<file path="src/rtl/uart_axis_core_if.sv">
// Byte stream interface shared by the UART transmit and receive paths.
//   tdata  : stream data word
//   tvalid : producer has a word on tdata
//   tready : consumer accepts the word this cycle
// master modport is the producer side, slave modport the consumer side.
interface uart_axis_core_if #(
  parameter int unsigned DataWidth = 8
);
  logic [DataWidth-1:0] tdata;
  logic                 tvalid;
  logic                 tready;

  modport master (
    output tdata,
    output tvalid,
    input  tready
  );

  modport slave (
    input  tdata,
    input  tvalid,
    output tready
  );
endinterface

</file>
<file path="src/rtl/uart_axis_core.sv">
// Full-duplex UART core with byte-stream interfaces.
// Frame: 1 start bit (0), DataWidth data bits LSB first, 1 stop bit (1).
// Bit period is prescale_i*8 clocks (prescale_i = 0 behaves as 1). The prescale value is
// re-sampled at the start of every bit.
//
// Ports:
//   clk_i           system clock, rising edge
//   rst_ni          asynchronous active-low reset
//   prescale_i      bit-period prescaler, shared by TX and RX
//   tx_axis_io      slave stream: bytes to transmit (tready high only when TX idle)
//   txd_o           serial output, idles high
//   tx_busy_o       TX frame in progress
//   rxd_i           serial input, idles high
//   rx_axis_io      master stream: received bytes, tvalid held until taken
//   rx_busy_o       RX frame in progress
//   overrun_error_o 1-cycle pulse: word completed while previous word still pending
//   frame_error_o   1-cycle pulse: stop bit sampled low, word dropped
//
// Build option UART_RX_SYNC_EN: when defined, rxd_i passes a 2-flop synchronizer (reset to 1)
// before the receiver; otherwise it is registered once and assumed already in the clk_i domain.
module uart_axis_core #(
  parameter int unsigned DataWidth = 8
) (
  input  logic                    clk_i,
  input  logic                    rst_ni,
  input  logic [15:0]             prescale_i,
  uart_axis_core_if.slave         tx_axis_io,
  output logic                    txd_o,
  output logic                    tx_busy_o,
  input  logic                    rxd_i,
  uart_axis_core_if.master        rx_axis_io,
  output logic                    rx_busy_o,
  output logic                    overrun_error_o,
  output logic                    frame_error_o
);

  localparam int unsigned CntW = 19;
  localparam int unsigned IdxW = (DataWidth > 1) ? $clog2(DataWidth) : 1;
  localparam logic [IdxW-1:0] LastIdx = IdxW'(DataWidth - 1);

  typedef enum logic [1:0] {StIdle, StStart, StData, StStop} state_e;

  // Bit timing
  logic [15:0]     prescale_eff;
  logic [CntW-1:0] bit_len;
  logic [CntW-1:0] half_len;

  assign prescale_eff = (prescale_i == 16'd0) ? 16'd1 : prescale_i;
  assign bit_len      = {prescale_eff, 3'b000};
  assign half_len     = {1'b0, prescale_eff, 2'b00};

  // ---------------------------------------------------------------------------------------------
  // Transmitter
  // ---------------------------------------------------------------------------------------------
  state_e               tx_state_q, tx_state_d;
  logic [CntW-1:0]      tx_cnt_q, tx_cnt_d;
  logic [IdxW-1:0]      tx_idx_q, tx_idx_d;
  logic [DataWidth-1:0] tx_shift_q, tx_shift_d;
  logic                 tx_txd_q, tx_txd_d;
  logic                 tx_busy_q, tx_busy_d;
  logic                 tx_ready_q, tx_ready_d;

  always_ff @(posedge clk_i or negedge rst_ni) begin
    if (!rst_ni) begin
      tx_state_q <= StIdle;
      tx_cnt_q   <= '0;
      tx_idx_q   <= '0;
      tx_shift_q <= '0;
      tx_txd_q   <= 1'b1;
      tx_busy_q  <= 1'b0;
      tx_ready_q <= 1'b0;
    end else begin
      tx_state_q <= tx_state_d;
      tx_cnt_q   <= tx_cnt_d;
      tx_idx_q   <= tx_idx_d;
      tx_shift_q <= tx_shift_d;
      tx_txd_q   <= tx_txd_d;
      tx_busy_q  <= tx_busy_d;
      tx_ready_q <= tx_ready_d;
    end
  end

  always_comb begin
    tx_state_d = tx_state_q;
    tx_cnt_d   = tx_cnt_q;
    tx_idx_d   = tx_idx_q;
    tx_shift_d = tx_shift_q;
    tx_txd_d   = tx_txd_q;
    tx_busy_d  = tx_busy_q;

    unique case (tx_state_q)
      StIdle: begin
        tx_txd_d = 1'b1;
        if (tx_ready_q && tx_axis_io.tvalid) begin
          tx_shift_d = tx_axis_io.tdata;
          tx_state_d = StStart;
          tx_cnt_d   = bit_len - CntW'(1);
          tx_txd_d   = 1'b0;
          tx_busy_d  = 1'b1;
        end
      end
      StStart: begin
        if (tx_cnt_q == '0) begin
          tx_state_d = StData;
          tx_cnt_d   = bit_len - CntW'(1);
          tx_idx_d   = '0;
          tx_txd_d   = tx_shift_q[0];
          tx_shift_d = tx_shift_q >> 1;
        end else begin
          tx_cnt_d = tx_cnt_q - CntW'(1);
        end
      end
      StData: begin
        if (tx_cnt_q == '0) begin
          tx_cnt_d = bit_len - CntW'(1);
          if (tx_idx_q == LastIdx) begin
            tx_state_d = StStop;
            tx_txd_d   = 1'b1;
          end else begin
            tx_idx_d   = tx_idx_q + IdxW'(1);
            tx_txd_d   = tx_shift_q[0];
            tx_shift_d = tx_shift_q >> 1;
          end
        end else begin
          tx_cnt_d = tx_cnt_q - CntW'(1);
        end
      end
      StStop: begin
        if (tx_cnt_q == '0) begin
          tx_state_d = StIdle;
          tx_busy_d  = 1'b0;
        end else begin
          tx_cnt_d = tx_cnt_q - CntW'(1);
        end
      end
      default: tx_state_d = StIdle;
    endcase

    // Registered so tready stays low in the reset cycle and rises with busy falling.
    tx_ready_d = (tx_state_d == StIdle);
  end

  assign tx_axis_io.tready = tx_ready_q;
  assign txd_o             = tx_txd_q;
  assign tx_busy_o         = tx_busy_q;

  // ---------------------------------------------------------------------------------------------
  // Receiver input conditioning
  // ---------------------------------------------------------------------------------------------
  logic rx_in;

`ifdef UART_RX_SYNC_EN
  logic [1:0] rx_sync_q;

  always_ff @(posedge clk_i or negedge rst_ni) begin
    if (!rst_ni) begin
      rx_sync_q <= 2'b11;
    end else begin
      rx_sync_q <= {rx_sync_q[0], rxd_i};
    end
  end

  assign rx_in = rx_sync_q[1];
`else
  logic rx_in_q;

  always_ff @(posedge clk_i or negedge rst_ni) begin
    if (!rst_ni) begin
      rx_in_q <= 1'b1;
    end else begin
      rx_in_q <= rxd_i;
    end
  end

  assign rx_in = rx_in_q;
`endif

  // ---------------------------------------------------------------------------------------------
  // Receiver
  // ---------------------------------------------------------------------------------------------
  state_e               rx_state_q, rx_state_d;
  logic [CntW-1:0]      rx_cnt_q, rx_cnt_d;
  logic [IdxW-1:0]      rx_idx_q, rx_idx_d;
  logic [DataWidth-1:0] rx_shift_q, rx_shift_d;
  logic [DataWidth-1:0] rx_shift_in;
  logic                 rx_busy_q, rx_busy_d;
  logic [DataWidth-1:0] rx_data_q, rx_data_d;
  logic                 rx_valid_q, rx_valid_d;
  logic                 overrun_q, overrun_d;
  logic                 frame_err_q, frame_err_d;
  logic                 rx_word_done;
  logic                 rx_handshake;

  // LSB arrives first, so each new bit enters at the top and shifts down.
  always_comb begin
    rx_shift_in                = rx_shift_q >> 1;
    rx_shift_in[DataWidth-1]   = rx_in;
  end

  assign rx_handshake = rx_valid_q && rx_axis_io.tready;

  always_ff @(posedge clk_i or negedge rst_ni) begin
    if (!rst_ni) begin
      rx_state_q  <= StIdle;
      rx_cnt_q    <= '0;
      rx_idx_q    <= '0;
      rx_shift_q  <= '0;
      rx_busy_q   <= 1'b0;
      rx_data_q   <= '0;
      rx_valid_q  <= 1'b0;
      overrun_q   <= 1'b0;
      frame_err_q <= 1'b0;
    end else begin
      rx_state_q  <= rx_state_d;
      rx_cnt_q    <= rx_cnt_d;
      rx_idx_q    <= rx_idx_d;
      rx_shift_q  <= rx_shift_d;
      rx_busy_q   <= rx_busy_d;
      rx_data_q   <= rx_data_d;
      rx_valid_q  <= rx_valid_d;
      overrun_q   <= overrun_d;
      frame_err_q <= frame_err_d;
    end
  end

  always_comb begin
    rx_state_d   = rx_state_q;
    rx_cnt_d     = rx_cnt_q;
    rx_idx_d     = rx_idx_q;
    rx_shift_d   = rx_shift_q;
    rx_busy_d    = rx_busy_q;
    frame_err_d  = 1'b0;
    rx_word_done = 1'b0;

    unique case (rx_state_q)
      StIdle: begin
        if (!rx_in) begin
          rx_state_d = StStart;
          rx_cnt_d   = half_len - CntW'(1);
          rx_busy_d  = 1'b1;
        end
      end
      StStart: begin
        if (rx_cnt_q == '0) begin
          if (rx_in) begin
            // Line went back high by mid-start: treat as noise.
            rx_state_d = StIdle;
            rx_busy_d  = 1'b0;
          end else begin
            rx_state_d = StData;
            rx_cnt_d   = bit_len - CntW'(1);
            rx_idx_d   = '0;
          end
        end else begin
          rx_cnt_d = rx_cnt_q - CntW'(1);
        end
      end
      StData: begin
        if (rx_cnt_q == '0) begin
          rx_shift_d = rx_shift_in;
          rx_cnt_d   = bit_len - CntW'(1);
          if (rx_idx_q == LastIdx) begin
            rx_state_d = StStop;
          end else begin
            rx_idx_d = rx_idx_q + IdxW'(1);
          end
        end else begin
          rx_cnt_d = rx_cnt_q - CntW'(1);
        end
      end
      StStop: begin
        if (rx_cnt_q == '0) begin
          rx_state_d = StIdle;
          rx_busy_d  = 1'b0;
          if (rx_in) begin
            rx_word_done = 1'b1;
          end else begin
            frame_err_d = 1'b1;
          end
        end else begin
          rx_cnt_d = rx_cnt_q - CntW'(1);
        end
      end
      default: rx_state_d = StIdle;
    endcase
  end

  // Output word register. A completion in the same cycle as a handshake reloads the word
  // without flagging overrun.
  always_comb begin
    rx_data_d  = rx_data_q;
    rx_valid_d = rx_valid_q;
    overrun_d  = 1'b0;
    if (rx_handshake) begin
      rx_valid_d = 1'b0;
    end
    if (rx_word_done) begin
      rx_data_d  = rx_shift_q;
      rx_valid_d = 1'b1;
      overrun_d  = rx_valid_q && !rx_handshake;
    end
  end

  assign rx_axis_io.tdata  = rx_data_q;
  assign rx_axis_io.tvalid = rx_valid_q;
  assign rx_busy_o         = rx_busy_q;
  assign overrun_error_o   = overrun_q;
  assign frame_error_o     = frame_err_q;

endmodule

</file>
<file path="src/flat_wrapper.sv">
// flat-port wrapper written by rule: the top's interface ports become plain ports
module uart_axis_core_flat 
#(
  parameter int unsigned DataWidth = 8
)
  (clk_i, rst_ni, prescale_i, txd_o, tx_busy_o, rxd_i, rx_busy_o, overrun_error_o, frame_error_o, tx_axis_io_tdata, tx_axis_io_tvalid, tx_axis_io_tready, rx_axis_io_tdata, rx_axis_io_tvalid, rx_axis_io_tready);
  uart_axis_core_if #(.DataWidth(DataWidth)) tx_axis_io_i ();
  uart_axis_core_if #(.DataWidth(DataWidth)) rx_axis_io_i ();
  input  logic clk_i;
  input  logic rst_ni;
  input  logic [15:0] prescale_i;
  output logic txd_o;
  output logic tx_busy_o;
  input  logic rxd_i;
  output logic rx_busy_o;
  output logic overrun_error_o;
  output logic frame_error_o;
  input wire logic [$bits(tx_axis_io_i.tdata)-1:0] tx_axis_io_tdata;
  input wire logic [$bits(tx_axis_io_i.tvalid)-1:0] tx_axis_io_tvalid;
  output wire logic [$bits(tx_axis_io_i.tready)-1:0] tx_axis_io_tready;
  output wire logic [$bits(rx_axis_io_i.tdata)-1:0] rx_axis_io_tdata;
  output wire logic [$bits(rx_axis_io_i.tvalid)-1:0] rx_axis_io_tvalid;
  input wire logic [$bits(rx_axis_io_i.tready)-1:0] rx_axis_io_tready;
  assign tx_axis_io_i.tdata = tx_axis_io_tdata;
  assign tx_axis_io_i.tvalid = tx_axis_io_tvalid;
  assign tx_axis_io_tready = tx_axis_io_i.tready;
  assign rx_axis_io_tdata = rx_axis_io_i.tdata;
  assign rx_axis_io_tvalid = rx_axis_io_i.tvalid;
  assign rx_axis_io_i.tready = rx_axis_io_tready;
  uart_axis_core #(.DataWidth(DataWidth)) u_core (.clk_i(clk_i), .rst_ni(rst_ni), .prescale_i(prescale_i), .tx_axis_io(tx_axis_io_i), .txd_o(txd_o), .tx_busy_o(tx_busy_o), .rxd_i(rxd_i), .rx_axis_io(rx_axis_io_i), .rx_busy_o(rx_busy_o), .overrun_error_o(overrun_error_o), .frame_error_o(frame_error_o));
endmodule
</file>
<file path="config.mk">
export PLATFORM = sky130hd
export DESIGN_NAME = uart_axis_core_flat
export DESIGN_NICKNAME = d
export VERILOG_FILES = /design/src/rtl/uart_axis_core_if.sv /design/src/rtl/uart_axis_core.sv /design/src/flat_wrapper.sv
export SDC_FILE = /design/constraint.sdc
export NUM_CORES = 1
export LEC_CHECK = 0
export CAP_MARGIN = 25
export CORE_AREA = 2 2 120 122
export CTS_BUF_LIST = sky130_fd_sc_hd__clkbuf_4 sky130_fd_sc_hd__clkbuf_8 sky130_fd_sc_hd__clkbuf_16
export CTS_CLUSTER_DIAMETER = 40
export DETAILED_ROUTE_END_ITERATION = 8
export DIE_AREA = 0 0 122 124
export DONT_BUFFER_PORTS = 1
export PLACE_DENSITY = 0.55
export SLEW_MARGIN = 5
export SYNTH_ARGS = -nofsm -noshare
export SYNTH_HDL_FRONTEND = slang
export SYNTH_SLANG_ARGS = --single-unit
</file>
<file path="constraint.sdc">
create_clock -name clk_i -period 2.73 [get_ports clk_i]
set_clock_uncertainty 0.2 [all_clocks]
set_input_delay 0.273 -clock clk_i [delete_from_list [all_inputs] [get_ports clk_i]]
set_output_delay 0.273 -clock clk_i [all_outputs]
set_load 0.02 [all_outputs]
</file>
==> results list, run 1 <==
- Origin of the critical flop-to-flop path: u_core.rx_cnt_q[16]
- Max-cap violations in this run came to 0.
- Pre-CTS setup slack: 0.03146 ns
* End of the worst register-to-register path: u_core.rx_cnt_q[2]
- The largest total area in the synthesized netlist belongs to sky130_fd_sc_hd__dfrtp_1.
* Num ports: 44
- In the finished design, the share of the clock period the worst path needs comes to 0.9470.
* Type of the worst setup path: register to register
- The final layout contains routed wiring with a total length of 14260 um.
* Antenna-violating nets left: 0
* Area fraction of the dominant cell type after synthesis: 0.3788
- GRT Resource Usage Total: 0.2027
- Worst EP required: 2.77 ns
- Vias: 4637
- Arrival time worst endpoint: 2.62 ns
* Antenna diode count: 0
- Worst-case vdd ir drop: 0.3618 mV
* Standard cell core area: 13720 sq um
- Hold-critical path depth: 2
- Across all register-to-register paths, the minimum setup slack is 0.14 ns.
- For this configuration, the core starts out at a cell density of 0.3756.
* Hold path startpoint: tx_axis_io_tdata[5]
- The clock passes through at most 2 buffers.
- The number of hold violations in the final report was 0.
- After detailed routing, the number of remaining DRC violations is 0.
- In this run the worst path has a maximum fanout of 9.
* Nature of the critical path endpoint: register
* End of the worst hold path: u_core.tx_shift_q[5]
- Buffer type at the clock tree root: sky130_fd_sc_hd__clkbuf_16
- At the pin with the least slew margin, the transition time is 0.7626 ns.
- Synth top area cells: sky130_fd_sc_hd__dfrtp_1 (38%), sky130_fd_sc_hd__mux2_2 (7.4%), sky130_fd_sc_hd__o21ai_0 (4.9%)
* TritonCTS clock tree: done
- Setup violations, final: 0
* Antenna violations before repair: 0
- Insertion delay to the later sink of the worst-skew pair: 0.35 ns
- STA classifies the critical path startpoint as a register.
- P&R area growth vs syn: 17.99%
- Number of nets in the synthesized netlist: slightly above 600
* Final worst path period need: between 2 and 3 ns
- In this run the static leakage power is 2.505 nW.
- Layout net count: 657
* Wire length of the first global-routing pass: around 24000 um
- After synthesis, the share of flip-flops with an asynchronous set or reset is 1.000.
- Buffers placed on the I/O ports in this run total 0.
- The floorplan step set the die height to 124 um.
* Reg2reg path depth: 6
* Vias in the first global route: 4678
* Slew Limit Headroom: 0.4892
* Bufs and invs on worst path: 0
- H-tree depth: 3
* HPWL Detailed: 10540 um
- The number of different library cells used by synthesis comes to between 60 and 70.
* Count of flip-flops with a built-in enable after synthesis: 0
- TritonCTS Buffers: 9
- Of the cells placed in the final design, the portion with a size suffix greater than 1 is 0.1916.
- After detailed placement, the total cell area comes to 5600 sq um.
- The total overflow left after global routing is 0.
- The synthesized netlist occupies a cell area of 5152 sq um.
* Number of synthesized register bits: 80
- Clock-pin slew was measured on the worst setup and hold paths at 0.06 ns.
- Highest Clock Rate: 0.3868 GHz
- The congestion estimate from routability-driven global placement came to 0.8727.
- Site Rows: 43
* 1st-iter DRT viols: 361
* Delay of the slowest cell on the worst path: 0.56 ns
* Dominant delay contributor by cell family on the critical path: simple AND/OR/NAND/NOR gates
- Averaged over all synthesized cells, the footprint is 9.087 sq um.
* Final routed wire length divided by cell count: 17.92 um
- Final critical-path setup slack: ~0.14 ns
- The max-slew violation count came to 0.
- The floorplan step defined a die boundary enclosing between 15000 and 20000 sq um.
* Fin area: 6080 sq um
- Via-per-instance ratio: 5.825
- For this run, the number of Yosys warnings is 0.
- Worst Hold Class: primary input to register
- Traced cell by cell, the critical path runs through or4_4, or3_4, o31a_1, nand2_1, mux2i_1, a221o_1.
* Seq/Total Area, Yosys: 0.3890
* Max stage delay cell, worst path: sky130_fd_sc_hd__or4_4
- Counting every instance in the synthesized netlist gives 567.
- The run finished with clean final reports.
* Most used DFF post-synth: sky130_fd_sc_hd__dfrtp_1
* Clock net sink count: 80
* Pin count of the biggest net entering global routing: 81
* Number of search-and-repair iterations in the first detailed-routing pass: 4
* Pwr dens: 704.0 nW/um^2
* Horizontal extent of the die: 122 um
[cells by family after synthesis]
kind of cell | synth area share
AND/OR/NAND/NOR | 0.2050
AO/OA/AOI/OAI | 0.2205
flip-flops | 0.3890
buffers and inverters | 0.03327
multiplexers | 0.08208
XOR/XNOR | 0.02890
adder cells (fa/ha/maj) | 0.04128
[how the worst max path moves through the flow]
| stage | startpoint | endpoint | slack (ns) | depth (start not counted) |
|---|---|---|---|---|
| after CTS | u_core.rx_cnt_q[16] | u_core.rx_cnt_q[8] | 0.04 | 5 |
| final | u_core.rx_cnt_q[16] | u_core.rx_cnt_q[2] | 0.14 | 6 |
| after detailed placement | prescale_i[12] | u_core.rx_cnt_q[9] | 0.03 | 10 |
| after floorplan | u_core.rx_cnt_q[0] | u_core.rx_cnt_q[2] | 0.18 | 8 |
| after global placement | u_core.rx_cnt_q[0] | u_core.rx_cnt_q[8] | 0.03 | 8 |
| after global routing | u_core.rx_cnt_q[0] | u_core.rx_cnt_q[2] | -0.007 | 9 |
[repair_timing]
action / CTS / global route
setup endpoints to repair: 0 / 62
hold buffers: 11 / 0
gates resized for setup: 0 / 10
setup buffers: 0 / 1
hold endpoints to repair: 90 / 0
[cells in the mapped netlist (all sizes together), types with 3 or more instances]
master / n
ha: 17
o32ai: 3
nor3b: 3
o221ai: 3
xor2: 7
a221oi: 3
a211oi: 4
or2: 5
and2: 5
or4: 5
o31a: 3
dfrtp: 78
nand4: 8
nor2b: 3
buf: 5
or3: 9
nand2b: 5
nand3: 16
o22ai: 6
a32o: 3
nand2: 52
nor2: 51
o21ai: 52
mux2i: 4
mux2: 34
a41oi: 3
o41ai: 4
and3: 3
o31ai: 9
a32oi: 3
xnor2: 10
nor4: 13
clkbuf: 17
inv: 18
a22o: 18
nor3: 27
a31oi: 6
a21oi: 26
[cells in the final DEF, fill, tap and decap left out, types with 5 or more instances in the layout]
| master | n |
|---|---|
| sky130_fd_sc_hd__nand3_1 | 15 |
| sky130_fd_sc_hd__a22o_1 | 18 |
| sky130_fd_sc_hd__inv_1 | 18 |
| sky130_fd_sc_hd__o22ai_1 | 6 |
| sky130_fd_sc_hd__a21oi_1 | 26 |
| sky130_fd_sc_hd__a31oi_1 | 6 |
| sky130_fd_sc_hd__o31ai_1 | 5 |
| sky130_fd_sc_hd__clkbuf_16 | 9 |
| sky130_fd_sc_hd__dlygate4sd3_1 | 10 |
| sky130_fd_sc_hd__or3_1 | 8 |
| sky130_fd_sc_hd__nand2b_1 | 5 |
| sky130_fd_sc_hd__buf_4 | 43 |
| sky130_fd_sc_hd__nor2_1 | 50 |
| sky130_fd_sc_hd__dfrtp_1 | 78 |
| sky130_fd_sc_hd__nor4_1 | 12 |
| sky130_fd_sc_hd__and2_1 | 5 |
| sky130_fd_sc_hd__nand2_1 | 51 |
| sky130_fd_sc_hd__ha_1 | 17 |
| sky130_fd_sc_hd__or2_2 | 5 |
| sky130_fd_sc_hd__nand4_1 | 8 |
| sky130_fd_sc_hd__o21ai_0 | 50 |
| sky130_fd_sc_hd__mux2_2 | 34 |
| sky130_fd_sc_hd__nor3_1 | 26 |
| sky130_fd_sc_hd__xor2_1 | 7 |
| sky130_fd_sc_hd__xnor2_1 | 10 |
[sequential cells by signal (all words and copies together) (netlist names), 2 cells and up, named ones only]
| register | cells |
|---|---|
| u_core.rx_cnt_q | 19 |
| u_core.tx_cnt_q | 19 |
| u_core.rx_axis_io.tdata | 8 |
| u_core.rx_shift_q | 8 |
| u_core.tx_shift_q | 8 |
| u_core.rx_idx_q | 3 |
| u_core.tx_idx_q | 3 |
| u_core.tx_state_q | 2 |
[metal layers]
metal,vias to the layer above,GRT usage,part of all wire
met1,2289,0.2400,0.42
met2,96,0.3527,0.51
met3,29,0.04853,0.040
li1,2223,-,-
met4,0,0.08477,0.029
met5,-,0,0
[where the power goes]
group          total [mW]  internal [mW]  switching, mW
clock network        1.17          0.676          0.493
registers            1.56           1.35          0.207
logic                1.55          0.668          0.884
[per-stage QoR]
| stage | power, mW | cells | hold slack, ns | setup TNS (ns) | util |
|---|---|---|---|---|---|
| finish | 4.280 | 796 | 0.009978 | 0 | 0.4431 |
| global route | 4.570 | 796 | 0.02430 | -0.01213 | 0.4431 |
| CTS | 4.222 | 795 | 0.0003922 | 0 | 0.4386 |
| detailed placement | 2.986 | 768 | -0.2196 | 0 | 0.4082 |
| global placement | 2.960 | 768 | -0.2204 | 0 | 0.4082 |
| floorplan | 2.600 | 567 | -0.2226 | 0 | - |
[cell type report]
| class | count | area [sq um] |
|---|---|---|
| clock buffer | 12 | 260.3 |
| clock inverter | 4 | 28.78 |
| fill | 1358 | 7640 |
| inverter | 19 | 71.32 |
| multi-input combinational | 446 | 3019 |
| sequential | 80 | 2004 |
| tap | 180 | 225.2 |
| timing repair buffer | 55 | 470.5 |
Note: power is estimated with default switching activity, not from simulation.
==> run 2, diff against run 1 <==
--- a/config.mk
+++ b/config.mk
@@ -7,7 +7,6 @@
 export LEC_CHECK = 0
 export CAP_MARGIN = 25
 export CORE_AREA = 2 2 120 122
-export CTS_BUF_LIST = sky130_fd_sc_hd__clkbuf_4 sky130_fd_sc_hd__clkbuf_8 sky130_fd_sc_hd__clkbuf_16
 export CTS_CLUSTER_DIAMETER = 40
 export DETAILED_ROUTE_END_ITERATION = 8
 export DIE_AREA = 0 0 122 124
==> run 2 against run 1 <==
  * Maximum frequency is essentially flat
  * Die area unchanged
  * Sequential power barely moved
  * Cell count is the same
  * Routed wire length is 0.36% higher
  * Largest cell class unchanged
==> results list, run 2 (synthesis gave the netlist of run 1 again) <==
- Horizontal extent of the die: 122 um (unchanged)
* Power share of the sequential group: 0.365 (was 0.364)
* Slew Limit Headroom: 0.4811 (was 0.4892)
- The count of endpoints failing setup in the final report came to 0 (unchanged).
- Antenna diode count: 0 (unchanged)
* Pre-CTS setup slack: 0.03146 ns (unchanged)
- The overall fraction of global-route tracks in use came to 0.2027 (unchanged).
* Number of search-and-repair iterations in the first detailed-routing pass: 5 (was 4)
* Final global-route overflow total: 0 (unchanged)
- Final critical-path setup slack: 0.1472 ns (was 0.1447 ns)
- Antenna violations before repair: 0 (unchanged)
- Via-per-instance ratio: 5.871 (was 5.825)
* Final worst path period need: 2.583 ns (was 2.585 ns)
* Area taken by multi-input logic gates: 3019 sq um (unchanged)
* Met2 global-route usage: 0.3527 (unchanged)
* Biggest registers after layout: u_core.rx_cnt_q (19), u_core.tx_cnt_q (19) (unchanged)
- Sequence of cells on the critical path: or4_4, or3_4, o31a_1, nand2_1, mux2i_1, a221o_1 (unchanged)
* P&R area growth vs syn: 17.92% (was 17.99%)
* Total power draw: 4.272 mW (was 4.280 mW)
- The buffer depth of the longest clock path was 2 (unchanged).
* Period utilisation layout: 0.9461 (was 0.9470)
* Standard cell core area: 13720 sq um (unchanged)
- Number of failing hold endpoints at the final stage: 0 (unchanged)
- The detailed-route wire length is 14320 um (was 14260 um).
- The post-placement cell area is 5600 sq um (unchanged).
* TritonCTS clock tree: done (unchanged)
- Net load switching power: 1.586 mW (was 1.584 mW)
- Delay of the slowest cell on the worst path: 0.56 ns (about the same)
- Internal Power: 2.686 mW (was 2.696 mW)
- The final sum of negative setup slack is 0 ns (unchanged).
- Met1 usage: 0.2400 (unchanged)
- The achievable frequency was 0.3872 GHz (was 0.3868 GHz).
* 1st-iter DRT viols: 373 (was 361)
- Clock net sink count: 80 (unchanged)
- The worst path buffer plus inverter count was 0 (unchanged).
* Outcome: completed (unchanged)
* Nature of the critical path endpoint: register (unchanged)
- Pin count of the biggest net entering global routing: 81 (unchanged)
- The power density normalized to cell area came to 703.2 nW/um^2 (was 704.0 nW/um^2).
- The max-slew violation count was 0 (unchanged).
- The clock-pin slew reported for the worst setup and hold paths after clock tree synthesis was 0.06 ns (about the same).
- Met3 GRT Util: 0.04853 (unchanged)
- Worst EP required: 2.77 ns (about the same)
- Dominant delay contributor by cell family on the critical path: simple AND/OR/NAND/NOR gates (unchanged)
- The placed wire-length estimate after detailed placement is 10540 um (unchanged).
- The global routing's busiest layer is met2 (unchanged).
- Site Rows: 43 (unchanged)
* Wire length of the first global-routing pass: 23830 um (unchanged)
- The clock root buffer is sky130_fd_sc_hd__clkbuf_16 (unchanged).
* Combinational Power Share: 0.363 (about the same)
- The layout net count was 657 (unchanged).
* Filler cell count in the final layout: 1359 (was 1358)
- The clock buffer count from CTS is 9 (unchanged).
- The slew at the pin closest to its max-slew limit was 0.7747 ns (was 0.7626 ns).
- Most common library cell in the layout ignoring fill and taps: sky130_fd_sc_hd__dfrtp_1 (unchanged)
* Type of the worst setup path: register to register (unchanged)
* Static leakage power: 2.501 nW (was 2.505 nW)
- The area of all sequential standard cells is 2004 sq um (unchanged).
* Layout cell share with drive strength beyond 1: 0.1899 (was 0.1916)
- The final core area utilization was 0.4429 (was 0.4431).
- The class of the tightest hold or removal check is primary input to register (unchanged).
* Effective utilization at floorplan: 0.3756 (unchanged)
- Worst-case vdd ir drop: 0.3629 mV (was 0.3618 mV)
* Arrival time worst endpoint: 2.62 ns (about the same)
- Fin area: 6076 sq um (was 6080 sq um)
* Clock network power share: 0.272 (was 0.273)
- The final weighted congestion of routability-driven global placement was 0.8727 (unchanged).
- Die height: 124 um (unchanged)
- Max stage delay cell, worst path: sky130_fd_sc_hd__or4_4 (unchanged)
* Launching element type of the critical path: register (unchanged)
- Insertion delay to the later sink of the worst-skew pair: 0.35 ns (about the same)
- DRC violation count after routing: 0 (unchanged)
* Floorplan die area: 15130 sq um (unchanged)
- The number of nets still failing antenna checks after routing is 0 (unchanged).
* Maximum fanout count along the critical path: 9 (unchanged)
* H-tree depth: 3 (unchanged)
- Maximum Capacitance Violations: 0 (unchanged)
- The wire length per cell after detailed routing is 17.98 um (was 17.92 um).
- The total of buffers placed on input and output ports was 0 (unchanged).
- The via count of the first global-routing pass was 4678 (unchanged).
* Vias: 4673 (was 4637)
- The number of top-level design ports came to 44 (unchanged).
- Top library cells by usage in the layout, fill and taps aside: sky130_fd_sc_hd__dfrtp_1 (78), sky130_fd_sc_hd__nand2_1 (51), sky130_fd_sc_hd__o21ai_0 (50), sky130_fd_sc_hd__nor2_1 (50), sky130_fd_sc_hd__buf_4 (43) (unchanged).
* Switching Fraction: 0.3713 (was 0.3701)
run 2: cell count changes in the layout (fill, tap and decap cells not counted):
cell and delta:
sky130_fd_sc_hd__clkbuf_1 +1, sky130_fd_sc_hd__clkbuf_4 -1
run 2: timing repair:
action	4_1_cts	5_1_grt
hold buffers	11	0
endpoints found under the setup margin	0	61
buffers inserted	0	1
resized for setup	0	10
hold endpoints to repair	90	0
run 2: metal layers:
metal	vias up	wire, um	part of all wire
met5	-	0	0
met4	0	441	0.031
met3	31	564	0.039
met2	120	7202	0.50
met1	2301	6108	0.43
li1	2221	-	-
run 2: path summary, 6_finish.rpt:
check	slack, ns	start	end	depth (start not counted)
setup / recovery	0.15	u_core.rx_cnt_q[16]	u_core.rx_cnt_q[2]	6
hold reg to reg	0.31	u_core.tx_shift_q[6]	u_core.tx_shift_q[6]	1
min in group asynchronous	0.28	rst_ni	u_core.rx_state_q[0]	2
hold / removal	0.008	tx_axis_io_tdata[5]	u_core.tx_shift_q[5]	2
setup reg to reg	0.15	u_core.rx_cnt_q[16]	u_core.rx_cnt_q[2]	6
max in group asynchronous	1.68	rst_ni	u_core.txd_o	2
run 2: cell type report:
class / instances / area share
multi-input combinational: 446 / 0.4969
clock buffer: 12 / 0.04222
timing repair buffer: 55 / 0.07743
clock inverter: 4 / 0.004736
sequential: 80 / 0.3299
inverter: 19 / 0.01174
tap: 180 / 0.03707
run 2: per-stage QoR:
stage | hold WS, ns | instances
after floorplan | -0.2226 | 567
after global placement | -0.2204 | 768
after detailed placement | -0.2196 | 768
after CTS | 0.0003922 | 795
after global routing | 0.02430 | 796
final | 0.008482 | 796
run 2: power groups by stage:
stage | Sequential, mW | Clock [mW] | Combinational (mW)
5_1_grt | 1.59 | 1.25 | 1.73
3_5_place_dp | 1.56 | 0 | 1.42
3_3_place_gp | 1.56 | 0 | 1.40
2_1_floorplan | 1.52 | 0 | 1.08
6_report | 1.56 | 1.16 | 1.55
4_1_cts | 1.54 | 1.20 | 1.47
==> run 3, diff against run 2 <==
--- a/config.mk
+++ b/config.mk
@@ -6,12 +6,14 @@
 export NUM_CORES = 1
 export LEC_CHECK = 0
 export CAP_MARGIN = 25
-export CORE_AREA = 2 2 120 122
+export CELL_PAD_IN_SITES_DETAIL_PLACEMENT = 0
+export CELL_PAD_IN_SITES_GLOBAL_PLACEMENT = 2
+export CORE_AREA = 2 2 123 125
 export CTS_CLUSTER_DIAMETER = 40
 export DETAILED_ROUTE_END_ITERATION = 8
-export DIE_AREA = 0 0 122 124
+export DIE_AREA = 0 0 125 127
 export DONT_BUFFER_PORTS = 1
-export PLACE_DENSITY = 0.55
+export PLACE_DENSITY = 0.77
 export SLEW_MARGIN = 5
 export SYNTH_ARGS = -nofsm -noshare
 export SYNTH_HDL_FRONTEND = slang
==> run 3 against run 2 <==
  * Core utilization is 1.9 points lower
  * Global-route usage down 1.4 points
  * Non-clock buffer count up 5
  * Via count fell by 0.75%
  * Cell count is 1.1% higher
  * Sequential power about the same
  * Design area increased by 0.68%
  * Clock-buffer cell count down 2
  * Hold slack better by 0.0059 ns
  * Die area is 4.9% higher
==> results list, run 3 (synthesis gave the netlist of run 1 again) <==
- Outcome: completed (unchanged).
- GRT Resource Usage Total: 0.1888 (was 0.2027)
- The number of diodes added for antenna fixing came to 0 (unchanged).
- Highest Clock Rate: 0.3788 GHz (was 0.3872 GHz)
* Pin count of the biggest net entering global routing: 81 (unchanged)
* DRC violation count after routing: 0 (unchanged)
- Antenna violations before repair: 0 (unchanged)
- 1st-iter DRT viols: 430 (was 373)
* Launching element type of the critical path: register (unchanged)
- The share of the clock period used by the worst path is 0.9669 (was 0.9461).
* Final global-route overflow total: 0 (unchanged)
- The layout net count is 662 (was 657).
* Worst-case vdd ir drop: 0.2832 mV (was 0.3629 mV)
* Clock network power share: 0.275 (was 0.272)
- Maximum fanout count along the critical path: 7 (was 9)
- Horizontal extent of the die: 125 um (was 122 um)
- The data arrival time of the critical path was 2.66 ns (was 2.62 ns).
- Vias in the first global route: 4575 (was 4678)
* H-tree depth: 3 (unchanged)
* Type of the worst setup path: register to register (unchanged)
- The reported max-cap violation count is 0 (unchanged).
* Max stage delay cell, worst path: sky130_fd_sc_hd__or4_4 (unchanged)
- Internal reg-to-reg setup slack: 0.09 ns (was 0.15 ns)
- The iteration count of the initial detailed-routing pass came to 5 (unchanged).
- Bufs on Longest Clock Path: 2 (unchanged)
- The critical path endpoint category is a register (unchanged).
- The insertion delay of the later-clocked pin in the worst-skew pair came to 0.34 ns (was 0.35 ns).
* Static leakage power: 2.534 nW (was 2.501 nW)
- The clock root buffer was sky130_fd_sc_hd__clkbuf_16 (unchanged).
- The start point of the worst min-delay path is tx_axis_io_tdata[4] (was tx_axis_io_tdata[5]).
- The clock sink count was 80 (unchanged).
* Pwr dens: 703.6 nW/um^2 (was 703.2 nW/um^2)
* Switching Fraction: 0.3771 (was 0.3713)
- Vias: 4638 (was 4673)
* Floorplan die area: 15880 sq um (was 15130 sq um)
- Detailed Route WL: 14610 um (was 14320 um)
* Dominant delay contributor by cell family on the critical path: simple AND/OR/NAND/NOR gates (unchanged)
* Sequence of cells on the critical path: or4_4, or3_4, o31ai_4, buf_4, nor3_1, a221o_1 (was or4_4, or3_4, o31a_1, nand2_1, mux2i_1, a221o_1)
* Aggregate negative setup slack: 0 ns (unchanged)
- Layout cell share with drive strength beyond 1: 0.1981 (was 0.1899)
* TritonCTS clock tree: done (unchanged)
- The endpoint of the worst hold path was u_core.tx_shift_q[4] (was u_core.tx_shift_q[5]).
- The total of buffers placed on input and output ports came to 0 (unchanged).
- Reg2reg path depth: 6 (unchanged)
- The wire length of the first global-routing pass came to 24290 um (was 23830 um).
* Max Transition Viols Final: 0 (unchanged)
- The starting density of the core came to 0.3572 (was 0.3756).
* P&R area growth vs syn: 18.72% (was 17.92%)
- Origin of the critical flop-to-flop path: u_core.rx_cnt_q[16] (unchanged)
* Final routed wire length divided by cell count: 18.15 um (was 17.98 um)
- The combinational group share of total power is 0.364 (was 0.363).
* Die height: 127 um (was 124 um)
- Slew Limit Headroom: 0.5055 (was 0.4811)
- The number of cells on the worst hold path is 2 (unchanged).
- Final weighted congestion in routability-driven placement: 0.8541 (was 0.8727)
- Worst Max-Slew Pin Slew: 0.7417 ns (was 0.7747 ns)
- Via-per-instance ratio: 5.761 (was 5.871)
- Top library cells by usage in the layout, fill and taps aside: sky130_fd_sc_hd__dfrtp_1 (78), sky130_fd_sc_hd__nand2_1 (51), sky130_fd_sc_hd__o21ai_0 (50) (was sky130_fd_sc_hd__dfrtp_1 (78), sky130_fd_sc_hd__nand2_1 (51), sky130_fd_sc_hd__o21ai_0 (50), sky130_fd_sc_hd__nor2_1 (50), sky130_fd_sc_hd__buf_4 (43)).
* Count of non-filler cells in the finished layout: 805 (was 796)
* Final worst path period need: 2.640 ns (was 2.583 ns)
* TritonCTS Buffers: 9 (unchanged)
* Setup violations, final: 0 (unchanged)
- The worst path buffer plus inverter count is 1 (was 0).
* Power share of the sequential group: 0.361 (was 0.365)
- The power dissipated by switching net loads is 1.623 mW (was 1.586 mW).
- Most common library cell in the layout ignoring fill and taps: sky130_fd_sc_hd__dfrtp_1 (unchanged)
- Biggest registers after layout: u_core.rx_cnt_q (19), u_core.tx_cnt_q (19) (unchanged).
- Placed Instances: 779 (was 768)
- The number of hold violations in the final report came to 0 (unchanged).
- The internal power summed over all cells is 2.681 mW (was 2.686 mW).
* Num ports: 44 (unchanged)
- The clock-pin slew reported for the worst setup and hold paths after clock tree synthesis was 0.06 ns (about the same).
- The delay of the slowest cell on the worst path is 0.56 ns (about the same).
* Standard cell core area: 14420 sq um (was 13720 sq um)
* Unrepaired setup endpoints after global routing: false
- HPWL Detailed: 10910 um (was 10540 um)
- The number of nets still failing antenna checks after routing came to 0 (unchanged).
- End of the worst register-to-register path: u_core.rx_cnt_q[8] (was u_core.rx_cnt_q[2])
- Worst Hold Class: primary input to register (unchanged)
- Worst EP required: 2.75 ns (was 2.77 ns)
* Site Rows: 44 (was 43)
## run 3: cell types whose count changed in the layout (fill, tap and decap cells not counted), sizes merged
cell         change
buf              +6
clkbuf           -2
clkinvlp         -2
dlygate4sd3      -1
inv              +4
## run 3: worst max-delay path by stage
stage,endpoint,slack [ns],startpoint,cells past startpoint
2_1_floorplan,u_core.rx_cnt_q[2],0.18,u_core.rx_cnt_q[0],8
3_3_place_gp,u_core.rx_cnt_q[8],0.1,u_core.rx_cnt_q[16],6
3_5_place_dp,u_core.rx_shift_q[3],0.03,u_core.rx_cnt_q[16],5
4_1_cts,u_core.rx_shift_q[3],0.02,u_core.rx_cnt_q[16],5
5_1_grt,u_core.rx_cnt_q[8],0.01,u_core.rx_cnt_q[16],6
6_report,u_core.rx_cnt_q[8],0.09,u_core.rx_cnt_q[16],6
## run 3: final cells by class
class                   instances  area (sq um)
fillers                      1430          8307
multi-input cells             446          3018
flip-flops and latches         80          2004
repair buffers                 60         505.5
clock buffers                  10         239.0
well taps                     184         230.2
inverters                      19         71.32
clock inverters                 6         48.80
## run 3: repair_timing
action / in CTS / in global routing
hold buffers: 10 / 0
endpoints found under the hold margin: 89 / 0
setup buffers: 0 / 0
gates resized for setup: 0 / 9
setup endpoints to repair: 0 / 48
## run 3: metal layers
layer,GRT usage,wire length (um),vias to the layer above
met3,0.03476,688,23
met4,0.07059,333,0
li1,-,-,2242
met1,0.2522,6784,2266
met2,0.3072,6804,107
met5,0,0,-
## run 3: power by group through the flow
| stage | clock, mW | combinational [mW] | sequential (mW) |
|---|---|---|---|
| final | 1.18 | 1.57 | 1.55 |
| after global routing | 1.27 | 1.75 | 1.58 |
| after CTS | 1.23 | 1.54 | 1.54 |
| after detailed placement | 0 | 1.49 | 1.56 |
| after global placement | 0 | 1.49 | 1.56 |
| after floorplan | 0 | 1.08 | 1.52 |
## run 3: metrics by stage
stage               total power, mW    util  hold slack [ns]  area [sq um]  worst slack (ns)
floorplan                     2.600       -          -0.2226          5152            0.1788
global placement              3.053  0.3931          -0.2194          5670           0.09888
detailed placement            3.058  0.3931          -0.2183          5670           0.03270
CTS                           4.313  0.4212         0.003480          6076           0.02422
global route                  4.603  0.4241          0.01535          6117           0.01446
finish                        4.304  0.4241          0.01436          6117           0.09036
